File: src/rtl/tone_detector.sv
// Buzzer tone detector: measures the period between rising edges of tone_in
// and locks onto one of four nominal tones after CONFIRM consecutive matches.
module tone_detector #(
  parameter int CW      = 18,
  parameter int P0      = 36000,
  parameter int P1      = 15000,
  parameter int P2      = 69000,
  parameter int P3      = 102000,
  parameter int TOL     = 300,
  parameter int CONFIRM = 3,
  parameter int TIMEOUT = 150000
) (
  input  logic          clk,
  input  logic          rstn,
  input  logic          tone_in,
  output logic [1:0]    tone_id,
  output logic          tone_valid,
  output logic          new_tone,
  output logic [CW-1:0] period
);

  localparam logic [1:0] S_IDLE    = 2'd0;
  localparam logic [1:0] S_MEASURE = 2'd1;
  localparam logic [1:0] S_LOCKED  = 2'd2;

  localparam int             RW      = $clog2(CONFIRM + 1);
  localparam logic [RW-1:0]  RUN_MAX = RW'(CONFIRM);
  localparam logic [CW-1:0]  TO_LAST = CW'(TIMEOUT - 1);

  logic [1:0]    r_state;
  logic          r_sync1;
  logic          r_sync2;
  logic          r_syncDly;
  logic [CW-1:0] r_count;
  logic [CW-1:0] r_period;
  logic [RW-1:0] r_run;
  logic [1:0]    r_cand;
  logic [1:0]    r_toneId;
  logic          r_valid;
  logic          r_newTone;

  logic          w_edge;
  logic [CW-1:0] w_capPeriod;
  logic          w_match;
  logic [1:0]    w_matchId;
  logic [RW-1:0] w_runNext;
  logic [1:0]    w_candNext;
  logic          w_lock;

  function automatic logic inWindow(input int p, input int nom);
    return (p >= nom - TOL) && (p <= nom + TOL);
  endfunction

  assign w_edge      = r_sync2 & ~r_syncDly;
  assign w_capPeriod = r_count + 1'b1;

  // Lowest tone index wins when tolerance windows overlap.
  always_comb begin
    w_match   = 1'b1;
    w_matchId = 2'd0;
    if (inWindow(int'(w_capPeriod), P0)) begin
      w_matchId = 2'd0;
    end else if (inWindow(int'(w_capPeriod), P1)) begin
      w_matchId = 2'd1;
    end else if (inWindow(int'(w_capPeriod), P2)) begin
      w_matchId = 2'd2;
    end else if (inWindow(int'(w_capPeriod), P3)) begin
      w_matchId = 2'd3;
    end else begin
      w_match = 1'b0;
    end
  end

  always_comb begin
    w_runNext  = r_run;
    w_candNext = r_cand;
    if (!w_match) begin
      w_runNext = '0;
    end else if (w_matchId == r_cand) begin
      if (r_run != RUN_MAX) begin
        w_runNext = r_run + 1'b1;
      end
    end else begin
      w_candNext = w_matchId;
      w_runNext  = RW'(1);
    end
    w_lock = (w_runNext == RUN_MAX);
  end

  // An edge on the last count before TIMEOUT still counts as a capture.
  always_ff @(posedge clk) begin
    if (!rstn) begin
      r_state   <= S_IDLE;
      r_sync1   <= 1'b0;
      r_sync2   <= 1'b0;
      r_syncDly <= 1'b0;
      r_count   <= '0;
      r_period  <= '0;
      r_run     <= '0;
      r_cand    <= 2'd0;
      r_toneId  <= 2'd0;
      r_valid   <= 1'b0;
      r_newTone <= 1'b0;
    end else begin
      r_sync1   <= tone_in;
      r_sync2   <= r_sync1;
      r_syncDly <= r_sync2;
      r_newTone <= 1'b0;
      case (r_state)
        S_IDLE: begin
          r_count <= '0;
          if (w_edge) begin
            r_state <= S_MEASURE;
          end
        end
        default: begin
          if (w_edge) begin
            r_count  <= '0;
            r_period <= w_capPeriod;
            r_run    <= w_runNext;
            r_cand   <= w_candNext;
            if (w_lock) begin
              r_state   <= S_LOCKED;
              r_valid   <= 1'b1;
              r_toneId  <= w_candNext;
              r_newTone <= !r_valid || (r_toneId != w_candNext);
            end else begin
              r_state <= S_MEASURE;
              r_valid <= 1'b0;
            end
          end else if (r_count == TO_LAST) begin
            r_state <= S_IDLE;
            r_valid <= 1'b0;
            r_run   <= '0;
            r_count <= '0;
          end else begin
            r_count <= r_count + 1'b1;
          end
        end
      endcase
    end
  end

  assign tone_id    = r_toneId;
  assign tone_valid = r_valid;
  assign new_tone   = r_newTone;
  assign period     = r_period;

endmodule

File: config.mk
export PLATFORM = sky130hd
export DESIGN_NAME = tone_detector
export DESIGN_NICKNAME = d
export VERILOG_FILES = /design/src/rtl/tone_detector.sv
export SDC_FILE = /design/constraint.sdc
export NUM_CORES = 1
export LEC_CHECK = 0
export BUFFER_PORTS_ARGS = -buffer_cell sky130_fd_sc_hd__buf_2
export CAP_MARGIN = 10
export CORE_MARGIN = 5
export CORE_UTILIZATION = 40
export DETAILED_ROUTE_END_ITERATION = 12
export GPL_TIMING_DRIVEN = 0
export PLACE_DENSITY = 0.66
export SYNTH_ARGS = -nofsm -noshare
export SYNTH_HDL_FRONTEND = slang
export SYNTH_SLANG_ARGS = --single-unit
File: constraint.sdc
create_clock -name clk -period 3.1 [get_ports clk]
set_input_delay 0.62 -clock clk [delete_from_list [all_inputs] [get_ports clk]]
set_output_delay 0.62 -clock clk [all_outputs]
set_load 0.02 [all_outputs]
==> results.toml <==
[placed_design]
gp_congestion = 0.940
io_buffers = 24
placed_cells = 494
place_hpwl_mm = 6.32
dpl-instance-area_sq_um = 3230

[grt]
grt_max_degree = 16
grt_pass1_vias = 2803
antenna_found_initial = 0
grt-ovfl-total = 0
gr-usage-all-layers = 0.192
grt_pass1_wl_mm = 13.9

[clock_tree]
cts_sinks = 49
cts.clk_slew.worst_paths_ns = 0.09
clockBufferDepth = 2
cts_root_buffer = "clkbuf_8"
clock_latency_ns = 0.31
cts_tree = "built"
cts_hold_buf = 0
cts_max_level = 2
cts_buffers = 5

[logic_synthesis]
ys.flop_type = "dfxtp_1"
syn-num-nets = 375
synth_seq_cells = 49
synth_largest_area_cell = "dfxtp_1"
ys_top_cells_by_area = "dfxtp_1 33%, nor2_1 6.9%, a211oi_1 5.3%"
ys_seq_area_frac = 0.329
netlist_instances = 371
synth_area_sq_um = 2980
synthDistinctLibCells = 69
synth_area_per_cell_sq_um = 8.04
yosys_warnings = 0
ys_async_sr_fraction = 0
synth_top_cell_area_share = 0.329
synth_edf_count = 0

[setup_path]
startpoint_type = "register"
required_ns = 3.29
reg2regPathDepth = 11
r2r_setup_slack_ns = -0.12
cp.arrival_ns = 3.41
cp_max_fo = 6
r2r_end = "new_tone"
critPathKind = "reg -> reg"
crit_path_end_kind = "register"
r2r_start = "r_count[8]"

[power_and_ir_drop]
comb_power_share = 0.034
power_density_nw_per_um2 = 277
pwr-share-clk = 0.367
irDropWorstVdd_mv = 0.183
total_power_mw = 1.06
seqPwrFrac = 0.599
p_sw_frac = 0.240
cellLeakagePower_nw = 1.40
intPower_mw = 0.803
p_switching_mw = 0.253

[timing]
grt_setup_unrepaired = "yes"
tightest_slew_ns = 0.617
setup_viol = 7
drv_slew = 0
skew_ns = 0.00901
tns_ns = -0.429
min_period_over_period = 1.04
fin_crit_ns = 3.22
fin_ws_ns = -0.117
fmax_ghz = 0.311
relSlewSlack = 0.589
hold_viol = 0

[floorplan]
core_sq_um = 7250
die_w_um = 96.4
io_pins = 25
die-area_sq_um = 9280
die_height_um = 96.4
initial_core_util = 0.411
rows = 31

[cells_and_area]
syn_to_final_growth_pct = 27.9
final_cell_count_no_fill = 527
final_area_sq_um = 3810
antenna_cells = 0
fin_nets = 431
drive_gt1_frac = 0.290

[drt]
wl_per_cell_um = 16.8
ant_nets = 0
avgViaCountPerCell = 5.85
num_vias = 3085
dr.pass1.iters = 5
drc = 0
totalWireLength_mm = 8.84
drt_iter0_markers = 296

[run_status]
violations = "negative setup slack"
status = "finished with violations"

[hold_path]
hold_end = "r_sync2"
hp-class = "reg -> reg"
min_from = "r_sync1"
whs_path_depth = 1

[job]
max-cap-violations = 0
cell type report:
cell class              count  area [sq um]
repair buffers             51           334
clock buffers               6          72.6
inverters                  14          52.6
flip-flops and latches     49          1000
well taps                  99           124
fillers                   694          3440
clock inverters             2          13.8
multi-input cells         282          2080
plain buffers              24           140
routing by layer:
layer	part of all wire	global-route usage
met2	0.47	0.320
met1	0.44	0.246
met4	0.037	0.0724
met5	0	0
met3	0.058	0.0344
how the worst max path moves through the flow:
| stage | cells after the start | slack, ns | start | to |
|---|---|---|---|---|
| floorplan | 11 | 0.03 | r_count[0] | new_tone |
| global placement | 12 | -0.53 | r_count[0] | tone_id[0] |
| detailed placement | 12 | -0.58 | r_count[0] | tone_id[1] |
| CTS | 14 | -0.05 | r_count[1] | new_tone |
| global route | 12 | -0.18 | r_count[8] | tone_id[0] |
| finish | 11 | -0.12 | r_count[8] | new_tone |
worst max-delay path: stages, from the launching register on:
cell     delay (ns)
dfxtp_1        0.46
nand4_1        0.16
buf_6          0.17
nor4_4         0.31
buf_4          0.17
and4_4         0.26
o22ai_4        0.08
and4_1         0.20
or4b_4         0.58
a31oi_2        0.29
xor2_1         0.11
o311a_1        0.34
power by group through the flow:
stage                     Clock (mW)  Sequential, mW  Combinational, mW
final                          0.388           0.633             0.0355
after global routing           0.429           0.634             0.0386
after CTS                      0.392           0.637             0.0351
after detailed placement           0           0.652             0.0333
after global placement             0           0.652             0.0332
after floorplan                    0           0.655             0.0183
kinds of logic after synthesis:
| group | synth area share |
|---|---|
| and+or+nand+nor | 0.310 |
| adders and majority gates | 0.00419 |
| buffers and inverters | 0.0570 |
| AOI/OAI and AO/OA | 0.226 |
| xor gates and xnor gates | 0.0608 |
| DFF | 0.329 |
| muxes | 0.0138 |
flip-flops by register name, summed over array words and instances, names as in the netlist:
register and flops:
r_count 18, r_run 2, tone_valid 1, r_cand 2, tone_id 2, r_syncDly 1, r_sync1 1, r_sync2 1
new_tone 1, period 18, r_state 2
cells in the final DEF, fill, tap and decap left out, types with 4 or more instances in the layout:
master,count
nand3_1,7
a211oi_1,20
nor2_1,54
nand2_1,32
a31oi_1,4
nor4_1,4
a21oi_1,7
inv_1,14
o21ai_0,6
clkbuf_8,5
nor3_1,7
nand4_1,14
clkbuf_1,13
xor2_1,5
o2111ai_1,5
buf_4,25
xnor2_1,7
buf_2,26
nor2b_1,6
and2_1,6
xnor2_2,4
nor4_4,4
dfxtp_4,5
dfxtp_1,43
buf_6,6
cells in the mapped netlist (3+ instances only):
library cell,instances
nor2_1,55
dfxtp_1,49
nand2_1,34
a211oi_1,21
clkbuf_1,15
inv_1,14
nand4_1,14
nor3_1,11
xnor2_1,11
o21ai_0,8
a21oi_1,7
buf_2,7
nand3_1,7
a31oi_1,6
and2_1,6
nor2b_1,6
xor2_1,6
a21boi_0,5
nor4_1,5
o2111ai_1,5
a22oi_1,4
and4_1,4
o22ai_1,4
mux2i_1,3
nand3b_1,3
o311a_1,3
or3_1,3
metrics by stage:
step / utilization / hold slack (ns) / worst slack [ns]
2_1_floorplan: - / 0.412 / 0.0274
3_3_place_gp: 0.445 / 0.422 / -0.526
3_5_place_dp: 0.445 / 0.423 / -0.575
4_1_cts: 0.504 / 0.444 / -0.0484
5_1_grt: 0.526 / 0.468 / -0.184
6_report: 0.526 / 0.441 / -0.117
timing repair:
action	CTS	global route
buffers inserted	18	9
gates resized for setup	41	34
gates cloned	0	0
pin swaps	19	20
setup endpoints to repair	10	10
(Power assumes the default switching activity.)
